**src/rtl/conv_pe_sequencer.sv**
```systemverilog
// conv_pe_sequencer
//   Control FSM for the convolution PE. It issues FILT_LEN IFMAP/filter reads
//   per filter and NUM_FILTERS filters per window, tracks the multiply/
//   accumulate pipe with a valid shift register, drains it, then reads
//   (optionally) and writes one psum per filter. Any external fault parks the
//   block in ERR until reset.
// Ports
//   clk, reset_n                         clock, async active-low reset
//   start, cfg_filt_len, cfg_num_filters,
//   cfg_psum_mode                        job launch + config (sampled in IDLE)
//   if_valid, filt_valid                 operand availability
//   last_window                          final window of the job
//   psum_rd_valid, wr_ready              psum buffer handshakes
//   error                                external fault
//   ren, mult_en, acc_en, acc_clr        datapath strobes
//   item_idx, filt_idx, psum_addr        indices / psum address
//   psum_ren, psum_wen, add_psum         psum buffer controls
//   next_window, done, busy, stall_err   job status
module conv_pe_sequencer #(
  parameter int FILTER_ADDR_WIDTH = 8,
  parameter int NF_WIDTH          = 4,
  parameter int PSUM_ADDR_WIDTH   = 6,
  parameter int MULT_LAT          = 1
) (
  input  logic                         clk,
  input  logic                         reset_n,
  input  logic                         start,
  input  logic [FILTER_ADDR_WIDTH-1:0] cfg_filt_len,
  input  logic [NF_WIDTH-1:0]          cfg_num_filters,
  input  logic                         cfg_psum_mode,
  input  logic                         if_valid,
  input  logic                         filt_valid,
  input  logic                         last_window,
  input  logic                         psum_rd_valid,
  input  logic                         wr_ready,
  input  logic                         error,
  output logic                         ren,
  output logic                         mult_en,
  output logic                         acc_en,
  output logic                         acc_clr,
  output logic [FILTER_ADDR_WIDTH-1:0] item_idx,
  output logic [NF_WIDTH-1:0]          filt_idx,
  output logic                         psum_ren,
  output logic                         psum_wen,
  output logic                         add_psum,
  output logic [PSUM_ADDR_WIDTH-1:0]   psum_addr,
  output logic                         next_window,
  output logic                         busy,
  output logic                         done,
  output logic                         stall_err
);
  localparam int FAW = FILTER_ADDR_WIDTH;
  localparam int NFW = NF_WIDTH;
  localparam int PAW = PSUM_ADDR_WIDTH;

  typedef enum logic [2:0] {
    IDLE, INIT, RUN, DRAIN, PSUM_RD, PSUM_WR, NEXT_WIN, ERR
  } state_t;

  state_t state, state_nxt;

  logic [FAW-1:0]    len_q;
  logic [NFW-1:0]    nf_q;
  logic              mode_q;
  logic [FAW-1:0]    item_q;
  logic [NFW-1:0]    filt_q;
  logic [PAW-1:0]    addr_q;
  logic [MULT_LAT:0] vld_pipe;   // bit k set = issue happened k+1 cycles ago

  logic issue, last_item, last_filt, cfg_bad, launch, wr_accept;

  assign last_item = (item_q == len_q - FAW'(1));
  assign last_filt = (filt_q == nf_q - NFW'(1));
  assign cfg_bad   = (cfg_filt_len == '0) || (cfg_num_filters == '0);
  assign launch    = (state == IDLE) && start && !error;
  assign wr_accept = psum_wen && wr_ready;

  // A faulting cycle suppresses every strobe and transition so that no
  // counter or buffer side effect lands in the same cycle as the fault.
  always_comb begin
    state_nxt   = state;
    issue       = 1'b0;
    ren         = 1'b0;
    acc_clr     = 1'b0;
    psum_ren    = 1'b0;
    psum_wen    = 1'b0;
    add_psum    = 1'b0;
    next_window = 1'b0;
    done        = 1'b0;
    if (error) begin
      state_nxt = ERR;
    end else begin
      case (state)
        IDLE:    if (start) state_nxt = cfg_bad ? ERR : INIT;
        INIT: begin
          acc_clr   = 1'b1;
          state_nxt = RUN;
        end
        RUN: begin
          issue = if_valid && filt_valid;
          ren   = issue;
          if (issue && last_item) state_nxt = DRAIN;
        end
        DRAIN:   if (vld_pipe == '0) state_nxt = mode_q ? PSUM_RD : PSUM_WR;
        PSUM_RD: begin
          psum_ren = 1'b1;
          if (psum_rd_valid) state_nxt = PSUM_WR;
        end
        PSUM_WR: begin
          psum_wen = 1'b1;
          add_psum = mode_q;
          if (wr_ready) begin
            acc_clr   = 1'b1;
            state_nxt = last_filt ? NEXT_WIN : RUN;
          end
        end
        NEXT_WIN: begin
          if (last_window) begin
            done      = 1'b1;
            state_nxt = IDLE;
          end else begin
            next_window = 1'b1;
            state_nxt   = RUN;
          end
        end
        ERR:     state_nxt = ERR;
        default: state_nxt = IDLE;
      endcase
    end
  end

  always_ff @(posedge clk or negedge reset_n) begin
    if (!reset_n) begin
      state     <= IDLE;
      len_q     <= '0;
      nf_q      <= '0;
      mode_q    <= 1'b0;
      item_q    <= '0;
      filt_q    <= '0;
      addr_q    <= '0;
      vld_pipe  <= '0;
      stall_err <= 1'b0;
    end else begin
      state    <= state_nxt;
      // Shifts every cycle: stalls become bubbles instead of freezing the pipe.
      vld_pipe <= {vld_pipe[MULT_LAT-1:0], issue};
      if (state_nxt == ERR) stall_err <= 1'b1;
      if (launch) begin
        len_q  <= cfg_filt_len;
        nf_q   <= cfg_num_filters;
        mode_q <= cfg_psum_mode;
        item_q <= '0;
        filt_q <= '0;
        addr_q <= '0;
      end
      // Hold on the final item so item_idx never wraps past filt_len-1.
      if (issue && !last_item) item_q <= item_q + FAW'(1);
      if (wr_accept) begin
        item_q <= '0;
        addr_q <= addr_q + PAW'(1);
        filt_q <= last_filt ? '0 : filt_q + NFW'(1);
      end
    end
  end

  assign item_idx  = item_q;
  assign filt_idx  = filt_q;
  assign psum_addr = addr_q;
  assign busy      = (state != IDLE);
  assign mult_en   = vld_pipe[0] && (state != ERR);
  assign acc_en    = vld_pipe[MULT_LAT] && (state != ERR);

endmodule

```
**config.mk**
```make
export PLATFORM = sky130hd
export DESIGN_NAME = conv_pe_sequencer
export DESIGN_NICKNAME = d
export VERILOG_FILES = /design/src/rtl/conv_pe_sequencer.sv
export SDC_FILE = /design/constraint.sdc
export NUM_CORES = 1
export LEC_CHECK = 0
export CORE_UTILIZATION = 40
export DETAILED_ROUTE_END_ITERATION = 8
export HOLD_SLACK_MARGIN = 0.08
export PLACE_DENSITY = 0.67
export SKIP_LAST_GASP = 1
export SLEW_MARGIN = 20
export SYNTH_ARGS = -nofsm -noshare
export SYNTH_HDL_FRONTEND = slang
export SYNTH_SLANG_ARGS = --single-unit
```
**constraint.sdc**
```tcl
create_clock -name clk -period 5.55 [get_ports clk]
set_input_delay 1.665 -clock clk [delete_from_list [all_inputs] [get_ports clk]]
set_output_delay 1.665 -clock clk [all_outputs]
set_load 0.005 [all_outputs]
```
# Word level (Yosys, flattened, before mapping)
# Cells that the tools add are included.
[totals]
regBits = 37
output_inout_bits = 29
in_bits = 22
[op_classes]
eq_ne = 11
addsub = 5
reduce_logical = 18
mux = 36
[ops]
columns = ["op", "n"]
rows = [
  ["$mux 3", 8],
  ["$mux 8", 3],
  ["$pmux 3 s8", 1],
  ["$mux 1", 17],
  ["$eq 3x3->1 const B", 5],
  ["$mux 4", 3],
  ["$mux 6", 2],
  ["$add 8x1->8 const B", 1],
  ["$eq 8x8->1", 1],
  ["$logic_and 1x1->1", 8],
  ["$logic_not 8->1", 1],
  ["$sub 8x1->8 const B", 1],
  ["$add 6x1->6 const B", 1],
  ["$eq 3x2->1 const B", 2],
  ["$reduce_bool 3->1", 2],
  ["$add 4x1->4 const B", 1],
  ["$eq 4x4->1", 1],
  ["$logic_not 4->1", 1],
  ["$sub 4x1->4 const B", 1],
  ["$eq 3x1->1 const B", 1],
  ["$logic_not 3->1", 1],
  ["$ne 3x3->1 const B", 1],
  ["$logic_not 1->1", 2],
  ["$logic_not 2->1", 1],
  ["other kinds (4)", 4],
]

# Depth between registers and ports, before layout
# Gate-level depths: netlist of run 1.
[logic_depth]
ltp_word = 7
depth_mapped = 10
ltp_nobuf = 9

# Worst setup path after synthesis of run 1
# No wires, ideal clock.
[synth_path]
path_kind = "input to output"
startpoint = "input port error"
endpoint = "output port add_psum"
t_required_ps = 3885
arrival_time_ps = 2178
stages = 3
slack_ps = 1707
n_path_buf = 0
path_cell_list = "nand2b_1 > nor2_1 > and2_1"
[synth_between]
elab_chain_len = 1
[synth_lines]
columns = ["element", "line_no", "text"]
rows = [
  ["start: declaration", "36", "input logic error,"],
  ["$mux 1", "90", "if (error) begin"],
  ["end: declaration", "45", "output logic add_psum,"],
]
# No other way between the ends.

# Final worst setup path of run 1
# Same ends and word-level chain as after synthesis.

==> results.json, run 1 <==
{
  "postSynth.asyncResetShare_pct": 100,
  "synth.most_common_cell": "dfrtp_1",
  "core_area_um2": 5110,
  "grt_pass1_vias": 1547,
  "antenna_found_initial": 0,
  "utilization_pct": 54.7,
  "cts_setup_buffers": 0,
  "fmaxAchievable_mhz": 200,
  "worstPathMaxFanout": 6,
  "register_area_um2": 926,
  "ir_worst_vdd_uv": 139,
  "grt_overflow": 0,
  "synth_edf_count": 0,
  "drv_cap": 0,
  "wire_per_inst_um": 13.5,
  "p_leak_nw": 1.19,
  "root_buffer": "clkbuf_8",
  "nFillCells": 488,
  "post-route-cell-area_um2": 2790,
  "final-setup-viol-count": 0,
  "first_pass_iters": 4,
  "final_cells": 350,
  "hold_path_class": "flop to flop",
  "required_ns": 3.88,
  "cts_tree": "yes",
  "drv_slew": 0,
  "postSynthNetCount": 256,
  "syn_area_um2": 2130,
  "seq_area_frac_synth_pct": 43.5,
  "final_net_count": 306,
  "multi_input_area_um2": 1130,
  "synth_top_area_cell": "dfrtp_1",
  "diodes": 0,
  "boundaryPins": 51,
  "drive_gt1_share_pct": 7.86,
  "place.gp.congestion": 0.825,
  "crit_type": "primary input to primary output",
  "std_cell_rows": 26,
  "grt_pass1_wl_mm": 7.36,
  "start_util_pct": 41.6,
  "period_needed_ns": 5.00,
  "powerDensity_nw_per_um2": 234,
  "viasPerCell": 5.19,
  "rsz0062_at_grt": "false",
  "clkSlewWorstSetupHoldPaths_ns": 0.07,
  "dp_cells": 342,
  "dpl.hpwl_mm": 3.57,
  "yosys-top-cells-count": "dfrtp_1, nand2_1, nand3_1, nor2_1, xnor2_1",
  "finalHoldViolCount": 0,
  "yosys.cell_types.count": 44,
  "die_x_um": 74.9,
  "clock_path_buffers": 2,
  "die_height_um": 74.9,
  "grt_usage_pct": 17.8,
  "drc": 0,
  "syn_avg_cell_area_um2": 9.29,
  "port_buffers": 50,
  "synth_top_area_share_pct": 43.5,
  "maxSlewHeadroom_pct": 45.3,
  "cts.sinks": 37,
  "cp-end-kind": "primary output",
  "cts_buffers": 5,
  "postRouteAntennaNets": 0,
  "placed_cell_area_um2": 2680,
  "insertion_delay_ns": 0.29,
  "num_vias": 1818,
  "ys.flop_type": "dfrtp_1",
  "critPathArrivalTime_ns": 3.34,
  "netlist_top_cells_area": "dfrtp_1, xnor2_1, nand3_1",
  "synth_warnings": 0,
  "dr.first_iter.drc_count": 52,
  "tightest_slew_ns": 0.821,
  "grt_max_degree": 38,
  "syn_inst": 229,
  "fin_crit_sh_pct": 90.1,
  "outcome": "finished clean",
  "dieArea_um2": 5610,
  "fin_skew_ns": 0.00408,
  "htreeDepth": 2,
  "synth_seq_cells": 37,
  "post_cts_resized": 0,
  "area_delta_synth_final_pct": 31.3,
  "holdBufCountCts": 0,
  "routed_wl_mm": 4.74,
  "startpoint_type": "primary input",
  "setup_tns_ns": 0
}
==> through the flow <==
stage / setup slack [ns] / power, mW / hold slack [ns]
CTS: 0.524 / 0.663 / 0.453
detailed placement: 0.529 / 0.421 / 0.435
floorplan: 1.71 / 0.357 / 0.389
global placement: 0.580 / 0.419 / 0.437
finish: 0.549 / 0.652 / 0.454
global route: 0.475 / 0.688 / 0.464
==> report_power, final <==
group	leakage, nW	total (mW)	switching (mW)	internal [mW]
Clock	0.0585	0.237	0.0910	0.146
Sequential	0.473	0.312	0.0262	0.286
Combinational	0.657	0.103	0.0432	0.0595
==> layer usage <==
layer  global-route usage (%)  up-vias  part of all wire (%)
li1                         -      905                     -
met1                     24.8      867                    48
met2                     27.1       39                    46
met3                     4.15        7                   4.2
met4                     6.50        0                   1.8
met5                        0        -                     0
==> final timing paths <==
check,to,cells after the start,from,slack (ns)
max reg2reg,item_idx[4],9,len_q[0],3.20
min,vld_pipe[1],0,vld_pipe[0],0.45
max in group asynchronous,item_idx[2],1,reset_n,3.56
min in group asynchronous,len_q[5],1,reset_n,1.47
max,add_psum,5,error,0.55
min reg2reg,vld_pipe[1],0,vld_pipe[0],0.45
==> area by class of cell <==
cell class / count / area share (%)
Timing Repair Buffer: 51 / 18.0
Clock inverter: 1 / 1.08
Multi-Input combinational cell: 175 / 40.3
Clock buffer: 7 / 3.09
Inverter: 9 / 1.21
Sequential cell: 37 / 33.2
Tap cell: 70 / 3.14
==> state kept, by name (all words and copies together) (netlist names) <==
| register | cells |
|---|---|
| item_idx | 8 |
| len_q | 8 |
| psum_addr | 6 |
| filt_idx | 4 |
| nf_q | 4 |
| state | 3 |
| vld_pipe | 2 |
| mode_q | 1 |
| stall_err | 1 |
==> worst max-delay path, cell delays in order <==
cell and delay, ns:
clkdlybuf4s50_1 0.53, nand2b_1 0.25, nor2_1 0.23, and2_1 0.17, clkdlybuf4s50_1 0.50
==> layout by cell type (no fill, tap or decap), types with 7 or more instances in the layout <==
cell and instances:
a21oi_1 7, clkdlybuf4s50_1 49, dfrtp_1 37, inv_1 9
nand2_1 26, nand3_1 21, nor2_1 15, nor3_1 11
o21ai_0 7, o21ai_1 11, xnor2_1 14, xor2_1 7
==> cell families (layout without fill, tap and decap cells) <==
| family | Yosys count | in the layout | share of synthesized area, % |
|---|---|---|---|
| fa+ha+maj | 5 | 5 | 2.94 |
| simple gates | 101 | 101 | 24.8 |
| mux | 10 | 10 | 5.23 |
| flops | 37 | 37 | 43.5 |
| compound gates | 37 | 37 | 10.6 |
| xor+xnor | 22 | 22 | 9.41 |
| buf+inv | 17 | 68 | 3.53 |
(Power assumes the default switching activity.)
==> inputs of run 2 (changes only) <==
Clock period 5.55 ns to 5.45 ns, I/O delays scaled along.
==> run 2 against run 1 <==
Compared with the run above: global-route usage grew 0.39 points; sequential power rose by 2%; core utilization fell by 0.71 points; hold slack lost 0.020 ns; critical path type unchanged; combinational power is essentially flat; via count barely moved; sequential share of layout area grew 0.44 points; sequential cell count unchanged.
==> results.json, run 2 (same netlist as run 1, synthesis figures left out) <==
{
  "outcome": "finished clean",
  "wl_met1_mm": 2.34,
  "postRouteAntennaNets": 0,
  "setup_tns_ns": 0,
  "root_buffer": "clkbuf_8",
  "mostFrequentLayoutCell": "clkdlybuf4s50_1",
  "p_seq_share_pct": 52.6,
  "htreeDepth": 2,
  "p_comb_share_pct": 17.6,
  "antenna_found_initial": 0,
  "dieArea_um2": 5610,
  "critPathMostFrequentCell": "clkdlybuf4s50_1",
  "cpMaxStageDelayCell": "clkdlybuf4s50_1",
  "swShare_pct": 26.7,
  "total_power_mw": 0.604,
  "grt_usage_pct": 18.2,
  "dpl.hpwl_mm": 3.61,
  "drv_slew": 0,
  "std_cell_rows": 26,
  "grt_max_degree": 38,
  "cts.sinks": 37,
  "final_net_count": 306,
  "p_int_mw": 0.443,
  "register_area_um2": 926,
  "grt_overflow": 0,
  "rsz0062_at_grt": "false",
  "grt_pass1_wl_mm": 7.55,
  "routed-wl-met3_um": 207,
  "period_needed_ns": 4.93,
  "finalHoldViolCount": 0,
  "ir_worst_vdd_uv": 132,
  "hold_path_class": "flop to flop",
  "viasPerCell": 5.19,
  "maxSlewHeadroom_pct": 44.4,
  "p_leak_nw": 1.17,
  "fin_skew_ns": 0.00305,
  "core_area_um2": 5110,
  "wire_per_inst_um": 13.9,
  "final_cells": 350,
  "critPathArrivalTime_ns": 3.30,
  "grt_pass1_vias": 1611,
  "clkSlewWorstSetupHoldPaths_ns": 0.07,
  "area_delta_synth_final_pct": 29.6,
  "slowest_delay_ns": 0.53,
  "powerDensity_nw_per_um2": 219,
  "holdBufCountCts": 0,
  "diodes": 0,
  "die_height_um": 74.9,
  "nFillCells": 502,
  "dp_cells": 342,
  "fin_ws_ns": 0.515,
  "cts_setup_buffers": 0,
  "post_cts_resized": 0,
  "p_sw_mw": 0.161,
  "boundaryPins": 51,
  "worstPathMaxFanout": 6,
  "port_buffers": 50,
  "startpoint_type": "primary input",
  "crit_type": "primary input to primary output",
  "mostFrequentLayoutCells": "clkdlybuf4s50_1, dfrtp_1, nand2_1",
  "required_ns": 3.82,
  "dr.first_iter.drc_count": 80,
  "final-setup-viol-count": 0,
  "routed_wl_mm": 4.85,
  "wl_met2_mm": 2.19,
  "die_x_um": 74.9,
  "cp-end-kind": "primary output",
  "pwr-share-clk_pct": 29.8,
  "pre_cts_ws_ns": 0.527,
  "start_util_pct": 41.6,
  "place.gp.congestion": 0.825,
  "fin_crit_sh_pct": 90.5,
  "cts_buffers": 5,
  "path_cells": "clkdlybuf4s50_1 -> nand2b_1 -> nor2_1 -> and2_1 -> clkdlybuf4s50_1",
  "highest_layer": "met4",
  "drive_gt1_share_pct": 7.14,
  "clock_path_buffers": 2,
  "num_vias": 1817,
  "first_pass_iters": 4,
  "drc": 0,
  "fmaxAchievable_mhz": 203,
  "tightest_slew_ns": 0.833,
  "cts_tree": "yes",
  "multi_input_area_um2": 1130,
  "insertion_delay_ns": 0.28,
  "drv_cap": 0
}
==> run 2: layout make-up <==
cell class                      instances  area share, %
Clock buffer                            8           2.91
Inverter                                9           1.23
Multi-Input combinational cell        175           40.9
Sequential cell                        37           33.6
Tap cell                               70           3.18
Timing Repair Buffer                   51           18.2
==> run 2: worst max-delay path: cells and delay by family <==
kind	cells	cell delay, ns
buffers and inverters	2	1.02
AND/OR/NAND/NOR	3	0.63
==> run 2: final timing paths <==
check | startpoint | end | slack, ns | cells past startpoint
worst min-delay path | vld_pipe[0] | vld_pipe[1] | 0.43 | 0
min in group asynchronous | reset_n | len_q[2] | 1.44 | 1
worst max-delay path | error | add_psum | 0.52 | 5
worst min register to register | vld_pipe[0] | vld_pipe[1] | 0.43 | 0
worst max register to register | len_q[0] | item_idx[4] | 3.07 | 9
max in group asynchronous | reset_n | psum_addr[3] | 3.47 | 1
==> run 2: power groups by stage <==
stage | registers [mW] | logic (mW) | clock network [mW]
finish | 0.318 | 0.106 | 0.180
global route | 0.321 | 0.119 | 0.199
CTS | 0.318 | 0.108 | 0.189
detailed placement | 0.323 | 0.107 | 0
global placement | 0.323 | 0.104 | 0
floorplan | 0.316 | 0.0477 | 0
==> run 2: per-stage QoR <==
step	hold WS (ns)	cell area [µm²]	utilization [%]
finish	0.434	2760	54.0
floorplan	0.389	2130	-
CTS	0.439	2760	54.0
global route	0.459	2760	54.0
global placement	0.432	2680	52.4
detailed placement	0.422	2680	52.4
==> run 2: layer usage <==
metal	up-vias	GRT usage, %
li1	908	-
met1	857	25.3
met2	42	27.1
met3	10	4.28
met4	0	7.76
met5	-	0
